[config.mk]
export PLATFORM = sky130hd
export DESIGN_NAME = param_frame_parser
export DESIGN_NICKNAME = d
export VERILOG_FILES = /design/src/rtl/param_frame_pkg.sv /design/src/rtl/param_frame_timeout.sv /design/src/rtl/param_frame_parser.sv
export SDC_FILE = /design/constraint.sdc
export NUM_CORES = 1
export LEC_CHECK = 0
export CORE_ASPECT_RATIO = 1.5
export CORE_MARGIN = 10
export CORE_UTILIZATION = 55
export DETAILED_ROUTE_END_ITERATION = 12
export GPL_TIMING_DRIVEN = 0
export PLACE_DENSITY = 0.78
export SKIP_CTS_REPAIR_TIMING = 1
export SYNTH_ARGS = -nofsm -noshare
export SYNTH_HDL_FRONTEND = slang
export SYNTH_SLANG_ARGS = --single-unit
[constraint.sdc]
create_clock -name clk -period 2.7 [get_ports clk]
set_input_delay 0.54 -clock clk [delete_from_list [all_inputs] [get_ports clk]]
set_output_delay 0.54 -clock clk [all_outputs]
set_load 0.01 [all_outputs]
[src/rtl/param_frame_pkg.sv]
// Shared types and constants for the parameter frame parser and the
// parameter controller it feeds (state encoding, framing bytes, parameter IDs).
package param_frame_pkg;

  typedef enum logic [3:0] {
    ST_IDLE,
    ST_HDR2,
    ST_ID,
    ST_V3,
    ST_V2,
    ST_V1,
    ST_V0,
    ST_CSUM,
    ST_PUB
  } state_t;

  localparam logic [7:0] HDR0    = 8'h55;
  localparam logic [7:0] HDR1    = 8'hAA;
  localparam logic [7:0] ID_NONE = 8'h00;

  // Signal generator
  localparam logic [7:0] ID_SG_FREQ   = 8'h01;
  localparam logic [7:0] ID_SG_AMPL   = 8'h02;
  localparam logic [7:0] ID_SG_OFFS   = 8'h03;
  localparam logic [7:0] ID_SG_PHASE  = 8'h04;
  localparam logic [7:0] ID_SG_WAVE   = 8'h05;

  // Scope
  localparam logic [7:0] ID_SC_TBASE  = 8'h10;
  localparam logic [7:0] ID_SC_TRLVL  = 8'h11;
  localparam logic [7:0] ID_SC_TRSRC  = 8'h12;
  localparam logic [7:0] ID_SC_TREDGE = 8'h13;
  localparam logic [7:0] ID_SC_PRETRG = 8'h14;
  localparam logic [7:0] ID_SC_CH1GN  = 8'h15;
  localparam logic [7:0] ID_SC_CH2GN  = 8'h16;
  localparam logic [7:0] ID_SC_CH1OF  = 8'h17;
  localparam logic [7:0] ID_SC_CH2OF  = 8'h18;
  localparam logic [7:0] ID_SC_ARM    = 8'h19;

  // Logic analyser
  localparam logic [7:0] ID_LA_RATE   = 8'h30;
  localparam logic [7:0] ID_LA_MASK   = 8'h31;
  localparam logic [7:0] ID_LA_TRVAL  = 8'h32;
  localparam logic [7:0] ID_LA_DEPTH  = 8'h33;
  localparam logic [7:0] ID_LA_ARM    = 8'h34;

  function automatic logic [15:0] sat_inc16(input logic [15:0] v);
    return (v == 16'hFFFF) ? v : v + 16'd1;
  endfunction

endpackage

[src/rtl/param_frame_timeout.sv]
// Inter-byte watchdog: counts enabled cycles since the last clear and flags
// (registered) the cycle in which the count reaches TIMEOUT_CYCLES.
module param_frame_timeout #(
  parameter int TIMEOUT_CYCLES = 1_000_000,
  parameter int CNT_W          = $clog2(TIMEOUT_CYCLES + 1)
) (
  input  logic clk,
  input  logic rst,
  input  logic clr,
  input  logic en,
  output logic expired
);

  localparam logic [CNT_W-1:0] LIMIT = CNT_W'(TIMEOUT_CYCLES);
  localparam logic [CNT_W-1:0] LAST  = CNT_W'(TIMEOUT_CYCLES - 1);

  logic [CNT_W-1:0] cnt;

  always_ff @(posedge clk) begin
    if (rst) begin
      cnt     <= '0;
      expired <= 1'b0;
    end else begin
      expired <= 1'b0;
      if (clr) begin
        cnt <= '0;
      end else if (en) begin
        // Hold at the limit so the flag fires once and the counter never wraps.
        if (cnt != LIMIT) cnt <= cnt + 1'b1;
        expired <= (cnt == LAST);
      end
    end
  end

endmodule

[src/rtl/param_frame_parser.sv]
// Byte-stream parser assembling framed parameter writes (55 AA ID V3 V2 V1 V0 [CSUM]).
// Define PARAM_FRAME_CHECKSUM_EN to add and check the trailing checksum byte.
module param_frame_parser
  import param_frame_pkg::*;
#(
  parameter int TIMEOUT_CYCLES = 1_000_000,
  parameter int CNT_W          = $clog2(TIMEOUT_CYCLES + 1)
) (
  input  logic        clk,
  input  logic        rst,
  input  logic [7:0]  rx_data,
  input  logic        rx_valid,
  output logic        rx_ready,
  output logic [7:0]  parameter_id,
  output logic [31:0] parameter_value,
  output logic        frame_ok,
  output logic        frame_err,
  output logic [15:0] err_cnt
);

  state_t      state;
  logic [7:0]  shadow_id;
  logic [31:0] shadow_val;
  logic        accept;
  logic        to_en;
  logic        expired;
`ifdef PARAM_FRAME_CHECKSUM_EN
  logic [7:0]  csum;
`endif

  assign accept = rx_valid && rx_ready;
  assign to_en  = (state != ST_IDLE) && (state != ST_PUB);

  param_frame_timeout #(
    .TIMEOUT_CYCLES (TIMEOUT_CYCLES),
    .CNT_W          (CNT_W)
  ) u_timeout (
    .clk     (clk),
    .rst     (rst),
    .clr     (accept),
    .en      (to_en),
    .expired (expired)
  );

  always_ff @(posedge clk) begin
    if (rst) begin
      state           <= ST_IDLE;
      rx_ready        <= 1'b1;
      parameter_id    <= ID_NONE;
      parameter_value <= 32'h0;
      frame_ok        <= 1'b0;
      frame_err       <= 1'b0;
      err_cnt         <= 16'h0;
      shadow_id       <= ID_NONE;
      shadow_val      <= 32'h0;
`ifdef PARAM_FRAME_CHECKSUM_EN
      csum            <= 8'h0;
`endif
    end else begin
      frame_ok     <= 1'b0;
      frame_err    <= 1'b0;
      parameter_id <= ID_NONE;
      rx_ready     <= 1'b1;
      if (state == ST_PUB) begin
        state <= ST_IDLE;
      end else if (accept) begin
        case (state)
          ST_IDLE: if (rx_data == HDR0) state <= ST_HDR2;
          ST_HDR2: begin
            if (rx_data == HDR1)      state <= ST_ID;
            else if (rx_data != HDR0) state <= ST_IDLE;
          end
          ST_ID: begin
            shadow_id <= rx_data;
`ifdef PARAM_FRAME_CHECKSUM_EN
            csum      <= rx_data;
`endif
            state     <= ST_V3;
          end
          ST_V3: begin
            shadow_val[31:24] <= rx_data;
`ifdef PARAM_FRAME_CHECKSUM_EN
            csum              <= csum + rx_data;
`endif
            state             <= ST_V2;
          end
          ST_V2: begin
            shadow_val[23:16] <= rx_data;
`ifdef PARAM_FRAME_CHECKSUM_EN
            csum              <= csum + rx_data;
`endif
            state             <= ST_V1;
          end
          ST_V1: begin
            shadow_val[15:8] <= rx_data;
`ifdef PARAM_FRAME_CHECKSUM_EN
            csum             <= csum + rx_data;
`endif
            state            <= ST_V0;
          end
          ST_V0: begin
            shadow_val[7:0] <= rx_data;
`ifdef PARAM_FRAME_CHECKSUM_EN
            csum            <= csum + rx_data;
            state           <= ST_CSUM;
`else
            if (shadow_id != ID_NONE) begin
              parameter_id    <= shadow_id;
              parameter_value <= {shadow_val[31:8], rx_data};
              frame_ok        <= 1'b1;
              rx_ready        <= 1'b0;
              state           <= ST_PUB;
            end else begin
              frame_err <= 1'b1;
              err_cnt   <= sat_inc16(err_cnt);
              state     <= ST_IDLE;
            end
`endif
          end
`ifdef PARAM_FRAME_CHECKSUM_EN
          ST_CSUM: begin
            if (rx_data == csum && shadow_id != ID_NONE) begin
              parameter_id    <= shadow_id;
              parameter_value <= shadow_val;
              frame_ok        <= 1'b1;
              rx_ready        <= 1'b0;
              state           <= ST_PUB;
            end else begin
              frame_err <= 1'b1;
              err_cnt   <= sat_inc16(err_cnt);
              state     <= ST_IDLE;
            end
          end
`endif
          default: state <= ST_IDLE;
        endcase
      end else if (expired) begin
        // A byte arriving in the expiry cycle takes the accept branch above instead.
        frame_err  <= 1'b1;
        err_cnt    <= sat_inc16(err_cnt);
        shadow_id  <= ID_NONE;
        shadow_val <= 32'h0;
        state      <= ST_IDLE;
      end
    end
  end

endmodule

After elaboration in Yosys (flattened, before gate mapping)
Cells that the tools add are included.

Bits in registers: 116. Input bits: 11. Output and inout bits: 59. Logic and storage cells: 87.

Add/subtract/negate cells: 2. Eq/ne operators: 22. Multiplexer cells: 26. Bitwise gates (word level): 5. Reduce and logical (&&, ||, !) cells: 19.

Operator list (number): 16-bit 2-to-1 mux (5); 32-bit 2-to-1 mux (2); 8-bit 2-to-1 mux (7); 4-bit one-hot mux with 7 select lines (1); 4-bit 2-to-1 mux (6); 20-bit by 1-bit adder with 20-bit output, second input constant (1); 20-bit equality test, second input constant (1); 20-bit != test, second input constant (1); 16-bit by 1-bit adder with 16-bit output, second input constant (1); 16-bit equality test, second input constant (1); 3-bit AND reduction (5); 4-bit by 3-bit equality test with 1-bit output, second input constant (3); 2-bit by 1-bit != test with 1-bit output, second input constant (5); 4-bit by 2-bit equality test with 1-bit output, second input constant (2); 8-bit by 7-bit equality test with 1-bit output, second input constant (1); 8-bit equality test, second input constant (1); 4-bit != test, second input constant (2); 8-bit by 7-bit != test with 1-bit output, second input constant (1); 4-bit AND reduction (2); 8-bit nonzero test (1); 1-bit 2-to-1 mux (5); 1-bit inverter (5); 5-bit OR reduction (1); 4-bit by 1-bit equality test with 1-bit output, second input constant (1); other kinds (11) (13).

Longest topological paths before layout
Gate-level depths: netlist (run 1).

Word-level depth: 5. Depth in mapped cells: 8. Depth with buffers taken out: 5.

Cells and area by module
A second synthesis (run 1) with hierarchy kept.

Cell total of the unflattened synthesis: 546. Area, all modules: 4877.2 um2.

By module, submodules not included: param_frame_parser (times used 1, cells an instance 426, area an instance 3807.4 um2, sequential area each 1901.8 um2); param_frame_timeout (times used 1, cells an instance 120, area an instance 1069.8 um2, sequential area each 420.4 um2).

Least setup slack after synthesis (run 1)
OpenSTA, ideal clock, no wires.

Path type: input to register. Start point: input rx_valid. End point: register err_cnt[10]. Library setup time: 121 ps. Data arrival time: 1959 ps. Data required time: 2579 ps. Path slack: 620 ps. Stages on the path: 5. Path buffers: 1. Cell sequence: a21boi_0 -> a41oi_2 -> buf_2 -> nor4_1 -> mux2_2.

Longest elaborated chain between the ends: 3. Elaborated cells on any way between the ends: 6. Classes of those cells: eq/ne: 2; mux: 1; reduce/logical: 3.

RTL lines: start, declared (RTL line param_frame_parser.sv:12) `input logic rx_valid,`; 1-bit logical AND (*) (RTL line param_frame_parser.sv:31) `assign accept = rx_valid && rx_ready;`; 2-bit by 1-bit != test with 1-bit output (no line), or another cell as far along; 4-bit AND reduction (no line); end signal, assigned (RTL line param_frame_parser.sv:115) `err_cnt <= sat_inc16(err_cnt);`; end signal, assigned (RTL line param_frame_parser.sv:140) `err_cnt <= sat_inc16(err_cnt);`; end, declared (RTL line param_frame_parser.sv:18) `output logic [15:0] err_cnt`.

Every way passes the cells marked *; elsewhere a longest branch is shown, timed or not. A chain may end at the register's enable or synchronous reset.

Worst setup path in the final report (run 1)
Start point: input rx_valid. End point: register err_cnt[13].

Same word-level chain as after synthesis.

==> results of run 1 <==
report_power, final:
part	switching (W)	leakage, nW	internal (W)
Sequential	0.0000000269	0.934	0.00171
Combinational	0.0000622	1.29	0.0000374
Clock	0.000804	0.265	0.00131
through the flow:
step                      power, W  util (%)  hold WS (ps)  setup WS [ps]
after floorplan            0.00180         -           452            620
after global routing       0.00404      71.7           501            196
after CTS                  0.00394      71.7           481            216
after detailed placement   0.00185      65.6           474           -199
after global placement     0.00185      65.6           459           -139
final                      0.00393      71.7           479            371
worst max-delay path by stage:
stage / start / to / slack [ps] / depth (start not counted)
after floorplan: rx_valid / err_cnt[10] / 620 / 5
after global placement: rx_valid / err_cnt[9] / -140 / 6
after detailed placement: rx_valid / err_cnt[13] / -200 / 6
after CTS: rx_valid / err_cnt[13] / 220 / 6
after global routing: rx_valid / err_cnt[13] / 200 / 6
final: rx_valid / err_cnt[13] / 370 / 6
cell families after synthesis:
kind of cell    Yosys count
simple gates            245
flops                   116
mux                      82
compound gates           47
buf+inv                  44
xor+xnor                  5
fa+ha+maj                 3
routing by layer:
| layer | track usage, % | vias to the layer above | routed length [um] |
|---|---|---|---|
| li1 | - | 2098 | - |
| met1 | 20.4 | 2096 | 5260 |
| met2 | 32.7 | 118 | 6670 |
| met3 | 7.63 | 24 | 911 |
| met4 | 7.72 | 0 | 248 |
| met5 | 0 | - | 0 |
critical path, cell delays in order:
cell,delay (ps)
clkdlybuf4s50_1,490
a21boi_1,420
a41oi_2,160
buf_2,270
nor4_1,360
mux2_2,380
final cells by class:
type	instances	area, sq um
Sequential cell	116	2320
Buffer	35	169
Inverter	9	33.8
Tap cell	112	140
Clock inverter	12	105
Multi-Input combinational cell	382	2720
Timing Repair Buffer	69	691
Fill cell	706	2620
Clock buffer	20	457
synth_stat cells (3+ instances only):
cell type  number
nor4_1         14
a21oi_1        16
nor2_1         58
or4_1           6
and3_1          4
mux2_2         14
xor2_1          5
buf_4           8
nor4bb_1        3
and2_1         15
dfxtp_1       116
nand2b_1       35
nor4_2          3
o31ai_1         5
o21a_1          4
nor4b_1         4
nand2_1        18
nand4_1        14
ha_1            3
inv_1           9
and4_1          5
clkbuf_1       19
o21ai_0         8
mux2i_1        67
nor2b_1        16
nand3_1        12
buf_2           5
o211ai_1        3
nand3b_1       11
or3_1           8
sequential cells by signal, indices dropped and copies added (netlist names):
name / flops
u_timeout.cnt: 20
shadow_id: 8
parameter_value: 32
parameter_id: 8
u_timeout.expired: 1
err_cnt: 16
state: 4
rx_ready: 1
shadow_val: 24
frame_ok: 1
frame_err: 1
==> out/qor.yml, run 1 <==
synth_area_leader_cell: "dfxtp_1"
r2r-end: "err_cnt[0]"
synth_top_area_share_pct: 44.3
first_iter_violations: 249
clock_sinks: 116
rsz0062_at_grt: "false"
ys_top_cells_by_area: "dfxtp_1 44%, mux2i_1 13%, nand2b_1 4.2%"
fin_setup_tns_ps: 0
grt_max_degree: 17
tightest_slew_ps: 944
startpoint_type: "input port"
firstDrtPassIters: 4
synthDistinctLibCells: 54
fmax_ghz: 0.429
hp-start: "shadow_val[13]"
io_pins: 70
vias: 4336
regToRegStartpoint: "err_cnt[0]"
relSlewSlack_pct: 36.2
finalHoldViolCount: 0
netlist_instances: 542
initial_core_util_pct: 56.6
clock_latency_ps: 410
diodes: 0
dp.cells: 723
fin_crit_sh_pct: 86.2
grt_pass1_wl_um: 22000
stdcell_count: 755
min_path_type: "flip-flop to flip-flop"
layout-area-overhead-vs-synth_pct: 26.6
port_buffers: 69
rows: 43
cts-root-buf: "clkbuf_16"
synth_nets: 556
ant_nets: 0
maxCapViolCount: 0
ys_async_sr_fraction_pct: 0
drive_gt1_share_pct: 11.7
ys.flop_type: "dfxtp_1"
outcome: "finished clean"
wl_per_cell_um: 17.3
ir_drop_mv: 0.522
routed_via_density: 5.74
whs_path_depth: 2
placed_area_sq_um: 6070
netlist_area_sq_um: 5240
coreArea_sq_um: 9250
synth-xor-area-share_pct: 0.836
cts_tree: "yes"
power.leakage_nw: 2.49
period_minus_slack_ps: 2330
synth-simple-area-share_pct: 28.2
hpwlAfterDp_um: 9250
worstPathRequired_ps: 3000
worstSetupPathType: "input port to flip-flop"
antenna_found_initial: 0
synth-edff-count: 0
grt-ovfl-total: 0
fp.dieH_um: 140
ys_seq_area_share_pct: 44.3
cp-end-kind: "flip-flop"
worstPathMaxFanout: 10
drt-total-wl_um: 13100
htree_levels: 4
clock_skew_ps: 10.4
r2r_cells: 5
grt_pass1_vias: 4535
ys_warn_count: 0
drc: 0
cts.clk_slew.worst_paths_ps: 50
synth.area.mux_share_pct: 16.0
design_area_sq_um: 6630
clock_path_buffers: 2
die_w_um: 99.7
dieArea_sq_um: 13900
track_usage_pct: 19.2
power_density_nw_per_um2: 592
cts_made_buffers: 17
arrival_ps: 2630
synth_top_family_by_area: "simple AND/OR/NAND/NOR gates"
hold_end: "shadow_val[13]"
setup_viol: 0
drv_slew: 0
synth_area_per_cell_sq_um: 9.67
synth_compound_area_share_pct: 6.02
nets: 644
routabilityCongestion: 0.827
synth-seq-cells: 116
synthAdderAreaFrac_pct: 0.716
r2r_slack_ps: 390
most-common-layout-cells: "116 x dfxtp_1, 69 x clkdlybuf4s50_1, 67 x mux2i_1"
layout.cells.most_common: "dfxtp_1"
Power figures use the tool's default switching activity.
==> inputs of run 2 (changes only) <==
--- a/config.mk
+++ b/config.mk
@@ -12,6 +12,7 @@
 export GPL_TIMING_DRIVEN = 0
 export PLACE_DENSITY = 0.78
 export SKIP_CTS_REPAIR_TIMING = 1
+export SKIP_LAST_GASP = 1
 export SYNTH_ARGS = -nofsm -noshare
 export SYNTH_HDL_FRONTEND = slang
 export SYNTH_SLANG_ARGS = --single-unit
==> results of run 2 <==
Final layout, timing and power as in run 1 (identical DEF).
